$ cat src/rtl/fpu_issue.sv
// fpu_issue: issue/writeback controller for the multi-cycle FPU.
// Accepts one FP op at a time from decode, holds opcode/operands on the FPU
// until fin, then produces a one-cycle writeback to the FP or integer file.
module fpu_issue #(
  parameter int unsigned TIMEOUT = 15
) (
  input  logic        clk,
  input  logic        rstn,
  // decode side
  input  logic        req_valid_i,
  output logic        req_ready_o,
  input  logic [3:0]  req_op_i,
  input  logic [31:0] req_src0_i,
  input  logic [31:0] req_src1_i,
  input  logic [4:0]  req_rd_i,
  input  logic        flush_i,
  // FPU side
  output logic [3:0]  fpu_op_o,
  output logic [31:0] fpu_src0_o,
  output logic [31:0] fpu_src1_o,
  input  logic [31:0] fpu_result_i,
  input  logic        fpu_fin_i,
  // writeback
  output logic        wb_valid_o,
  output logic        wb_int_o,
  output logic [4:0]  wb_rd_o,
  output logic [31:0] wb_data_o,
  // status
  output logic        busy_o,
  output logic        err_timeout_o,
  output logic        err_illegal_o
);

  localparam int unsigned CntW = (TIMEOUT < 1) ? 1 : $clog2(TIMEOUT + 1);
  localparam logic [3:0]  OpIdle = 4'b1111;

  typedef enum logic [0:0] {StIdle, StExec} state_e;

  state_e            state_q, state_d;
  logic [3:0]        op_q, op_d;
  logic [31:0]       src0_q, src0_d;
  logic [31:0]       src1_q, src1_d;
  logic [4:0]        rd_q, rd_d;
  logic              kill_q, kill_d;
  logic [CntW-1:0]   cnt_q, cnt_d;
  logic              wb_valid_q, wb_valid_d;
  logic              wb_int_q, wb_int_d;
  logic [4:0]        wb_rd_q, wb_rd_d;
  logic [31:0]       wb_data_q, wb_data_d;
  logic              err_to_q, err_to_d;
  logic              err_ill_q, err_ill_d;

  logic accept;
  logic op_illegal;
  logic op_is_int;

  // A new op may enter while idle, or on the fin cycle of the current op.
  assign req_ready_o = (state_q == StIdle) | ((state_q == StExec) & fpu_fin_i);
  assign accept      = req_valid_i & req_ready_o;

  // 1101..1111 are not real opcodes; 1000..1011 return integer results.
  assign op_illegal = (op_q >= 4'b1101);
  assign op_is_int  = (op_q[3:2] == 2'b10);

  // Next-state: issue, hold until fin, capture writeback, track errors.
  always_comb begin
    state_d    = state_q;
    op_d       = op_q;
    src0_d     = src0_q;
    src1_d     = src1_q;
    rd_d       = rd_q;
    kill_d     = kill_q;
    cnt_d      = cnt_q;
    wb_valid_d = 1'b0;
    wb_int_d   = wb_int_q;
    wb_rd_d    = wb_rd_q;
    wb_data_d  = wb_data_q;
    err_to_d   = err_to_q;
    err_ill_d  = err_ill_q;

    case (state_q)
      StIdle: begin
        // flush has no meaning without an op in flight
      end
      StExec: begin
        // The FPU cannot be aborted: a flush only suppresses the writeback.
        if (flush_i) begin
          kill_d = 1'b1;
        end
        if (fpu_fin_i) begin
          wb_data_d  = fpu_result_i;
          wb_rd_d    = rd_q;
          wb_int_d   = op_is_int;
          wb_valid_d = ~kill_q & ~flush_i & ~op_illegal;
          if (op_illegal) begin
            err_ill_d = 1'b1;
          end
          // Opcode must drop after fin or the FPU restarts the op.
          state_d = StIdle;
          op_d    = OpIdle;
        end else begin
          if (cnt_q != CntW'(TIMEOUT)) begin
            cnt_d = cnt_q + 1'b1;
          end
          if (cnt_d == CntW'(TIMEOUT)) begin
            err_to_d = 1'b1;
          end
        end
      end
      default: begin
        state_d = StIdle;
        op_d    = OpIdle;
      end
    endcase

    // Accept overrides the fin-cycle return to idle (back-to-back issue).
    if (accept) begin
      state_d = StExec;
      op_d    = req_op_i;
      src0_d  = req_src0_i;
      src1_d  = req_src1_i;
      rd_d    = req_rd_i;
      kill_d  = 1'b0;
      cnt_d   = '0;
    end
  end

  // State register with synchronous active-low reset.
  always_ff @(posedge clk) begin
    if (!rstn) begin
      state_q    <= StIdle;
      op_q       <= OpIdle;
      src0_q     <= '0;
      src1_q     <= '0;
      rd_q       <= '0;
      kill_q     <= 1'b0;
      cnt_q      <= '0;
      wb_valid_q <= 1'b0;
      wb_int_q   <= 1'b0;
      wb_rd_q    <= '0;
      wb_data_q  <= '0;
      err_to_q   <= 1'b0;
      err_ill_q  <= 1'b0;
    end else begin
      state_q    <= state_d;
      op_q       <= op_d;
      src0_q     <= src0_d;
      src1_q     <= src1_d;
      rd_q       <= rd_d;
      kill_q     <= kill_d;
      cnt_q      <= cnt_d;
      wb_valid_q <= wb_valid_d;
      wb_int_q   <= wb_int_d;
      wb_rd_q    <= wb_rd_d;
      wb_data_q  <= wb_data_d;
      err_to_q   <= err_to_d;
      err_ill_q  <= err_ill_d;
    end
  end

  assign fpu_op_o      = op_q;
  assign fpu_src0_o    = src0_q;
  assign fpu_src1_o    = src1_q;
  assign wb_valid_o    = wb_valid_q;
  assign wb_int_o      = wb_int_q;
  assign wb_rd_o       = wb_rd_q;
  assign wb_data_o     = wb_data_q;
  assign busy_o        = (state_q == StExec);
  assign err_timeout_o = err_to_q;
  assign err_illegal_o = err_ill_q;

endmodule

$ cat config.mk
export PLATFORM = sky130hd
export DESIGN_NAME = fpu_issue
export DESIGN_NICKNAME = d
export VERILOG_FILES = /design/src/rtl/fpu_issue.sv
export SDC_FILE = /design/constraint.sdc
export NUM_CORES = 1
export LEC_CHECK = 0
export ABC_CLOCK_PERIOD_IN_PS = 4300
export CAP_MARGIN = 10
export CORE_MARGIN = 2
export CORE_UTILIZATION = 44
export CTS_CLUSTER_SIZE = 30
export DETAILED_ROUTE_END_ITERATION = 8
export GPL_ROUTABILITY_DRIVEN = 0
export PLACE_DENSITY = 0.89
export RECOVER_POWER = 100
export SLEW_MARGIN = 40
export SYNTH_ARGS = -nofsm -noshare
export SYNTH_HDL_FRONTEND = slang
export SYNTH_SLANG_ARGS = --single-unit
$ cat constraint.sdc
create_clock -name clk -period 4.3 [get_ports clk]
set_clock_uncertainty 0.2 [all_clocks]
set_input_delay 1.29 -clock clk [delete_from_list [all_inputs] [get_ports clk]]
set_output_delay 1.29 -clock clk [all_outputs]
set_load 0.01 [all_outputs]
==> out/summary.txt <==
Clock sinks -> 120
Max Slew Vio Count -> 41
Antenna diode count -> 0
TritonCTS clock tree -> done
DRT Pass-1 Iters -> 7
Clock root buffer -> clkbuf_8
WP data required -> 2.81 ns
FF/Latch Area -> 2400 sq um
Clock-pin slew on the worst setup and hold paths -> 0.05 ns
Crit path capture type -> output port
Net count after synthesis -> 641
Nets -> 846
Vias per std cell -> 4.88
Worst min-delay path category -> reg2reg
Worst path arrival time -> 2.58 ns
Leakage power -> 0.00302 uW
Num ports -> 221
Largest net degree at the start of global routing -> 75
Crit start category -> primary input
Top cells by area, synth -> dfxtp_1, nand2_1, a21boi_1, a21boi_0, buf_6
CP Max Fanout -> 8
Chip height -> 106 um
Kind of critical path -> in2out
Initial Utilization -> 0.447
WL final -> 13,000 um
Final instance area -> 7370 sq um
Area of the multi-input gates -> 1900 sq um
GRT Overall Usage -> 0.233
Status -> finished with violations
CTS Buf Count -> 17
Final Worst Setup Slack -> 0.232 ns
Die Width -> 106 um
Worst slew pin tran -> 1.84 ns
Syn avg cell area -> 8.59 sq um
Share of cells above drive strength 1 -> 0.0548
Gate Count Post-Synth -> 530
Flops & latches, synth -> 120
Core ar. -> 10,200 sq um
Worst Hold Slack -> 0.257 ns
Setup WS pre-CTS -> 0.237 ns
Core Util, Final -> 0.724
First-pass GRT wire length -> 20,600 um
Fmax -> 246 MHz
Final period util -> 0.946
Area delta synth->final -> 62.0%
Yosys warnings -> 0
Post-CTS Setup Bufs -> 0
Violated checks -> capacitance limit, slew limit
Number of global-route vias before repair -> 4,324
Via count -> 4,316
Wire per inst -> 14.7 um
Post-route ant nets -> 0
IO buf count -> 220
Unrepaired setup endpoints after global routing -> false
Pwr/cell area -> 419 nW/um^2
Largest area contributor in the netlist -> dfxtp_1
Distinct cells, synth -> 30
Clk_lat worst skew -> 0.51 ns
# rows -> 37
Initial antenna violation count -> 0
Hold buffer count at cts -> 0
Minimum clock period -> 4.07 ns
Resized cells post-CTS -> 0
H-tree depth -> 4
CTS Buffer Depth -> 2
Die area -> 11,200 sq um
Rel. slew slack -> -0.224
Filler Cells Inserted -> 753
Post-synth top area share -> 0.528
Register area share after synthesis -> 0.528
Area after DPL -> 6730 sq um
Grt total ovfl -> 0
MaxCap Viol Count -> 1
Final Hold Vio Count -> 0
Post-Syn Area -> 4550 sq um
Maximum vdd ir drop -> 0.227 mV
DRC -> 0
Iter 0 DRT Violations -> 259
Detailed placer's ending HPWL -> 9060 um
Setup TNS Final -> 0 ns
Setup violators final -> 0
worst max-delay path: stages:
cell             delay (ns)
clkdlybuf4s50_1        0.48
nor2b_4                0.25
inv_4                  0.07
clkdlybuf4s50_1        0.49
final timing paths:
path                                     from  slack (ns)                     endpoint  cells past startpoint
setup / recovery                    fpu_fin_i        0.23                  req_ready_o                      4
hold / removal    fpu_src1_o[14]$_SDFFE_PN0P_        0.26  fpu_src1_o[14]$_SDFFE_PN0P_                      2
setup reg to reg            busy_o$_SDFF_PN0_        1.46        cnt_q[3]$_SDFFE_PP0P_                      6
hold reg to reg   fpu_src1_o[14]$_SDFFE_PN0P_        0.26  fpu_src1_o[14]$_SDFFE_PN0P_                      2
cell families after synthesis:
family	count (synthesis)	synth area share
and+or+nand+nor	246	0.214
AOI/OAI and AO/OA	120	0.195
buffers and inverters	40	0.0539
DFF	120	0.528
muxes	1	0.00247
xor gates and xnor gates	2	0.00385
adders and majority gates	1	0.00275
registers in the layout, summed over array words and instances, names as in the netlist, 4 cells and up:
signal / cells
wb_rd_o: 5
fpu_op_o: 4
fpu_src1_o: 32
rd_q: 5
cnt_q: 4
wb_data_o: 32
fpu_src0_o: 32
area by class of cell:
class                   count  share of cell area
flip-flops and latches    120               0.326
repair buffers            225               0.302
multi-input cells         370               0.258
clock buffers              21              0.0636
clock inverters            11              0.0261
well taps                 136              0.0231
inverters                   1            0.000848
layout by cell type, fill, tap and decap left out, types with 2 or more instances in the layout:
cell and count:
nor3_1 4, o22ai_1 4, nor2_1 6, a21boi_0 107, clkinv_4 2, and3_1 2, clkinv_2 2, nand3_1 3
bufinv_16 5, dfxtp_1 120, nand3b_1 2, clkdlybuf4s50_1 109, a21oi_1 4, nand2_1 223, buf_4 3, clkbuf_16 16
clkbuf_8 5, o21a_1 3, dlygate4sd3_1 110, clkinvlp_4 2
synthesized netlist by cell type (all sizes together):
master,count
nand4,1
xor2,1
o21a,3
a21oi,4
buf,21
and3,2
nand3,3
nand2,223
nand4b,1
o211ai,1
a21boi,107
a311oi,1
ha,1
dfxtp,120
o22ai,4
and2,2
mux2,1
nor2,6
and4b,1
xnor2,1
nor3,4
nor2b,1
inv,1
clkbuf,18
nand3b,2
report_power, final:
part           total (uW)  internal, uW  switching (uW)
Combinational         344           196             148
Sequential           1190          1170            26.9
Clock                1550          1060             491
Total                3090          2420             666
per-stage QoR:
stage | total power, uW | std cells
2_1_floorplan | 1370 | 530
3_3_place_gp | 1580 | 852
3_5_place_dp | 1590 | 852
4_1_cts | 3150 | 884
5_1_grt | 3210 | 884
6_report | 3090 | 884
layer usage:
metal / vias to the layer above / share of wire / global-route usage
met5: - / 0 / 0
li1: 2136 / - / -
met3: 38 / 0.065 / 0.0686
met4: 0 / 0.034 / 0.125
met2: 178 / 0.52 / 0.413
met1: 1964 / 0.38 / 0.247
Power figures use the tool's default switching activity.
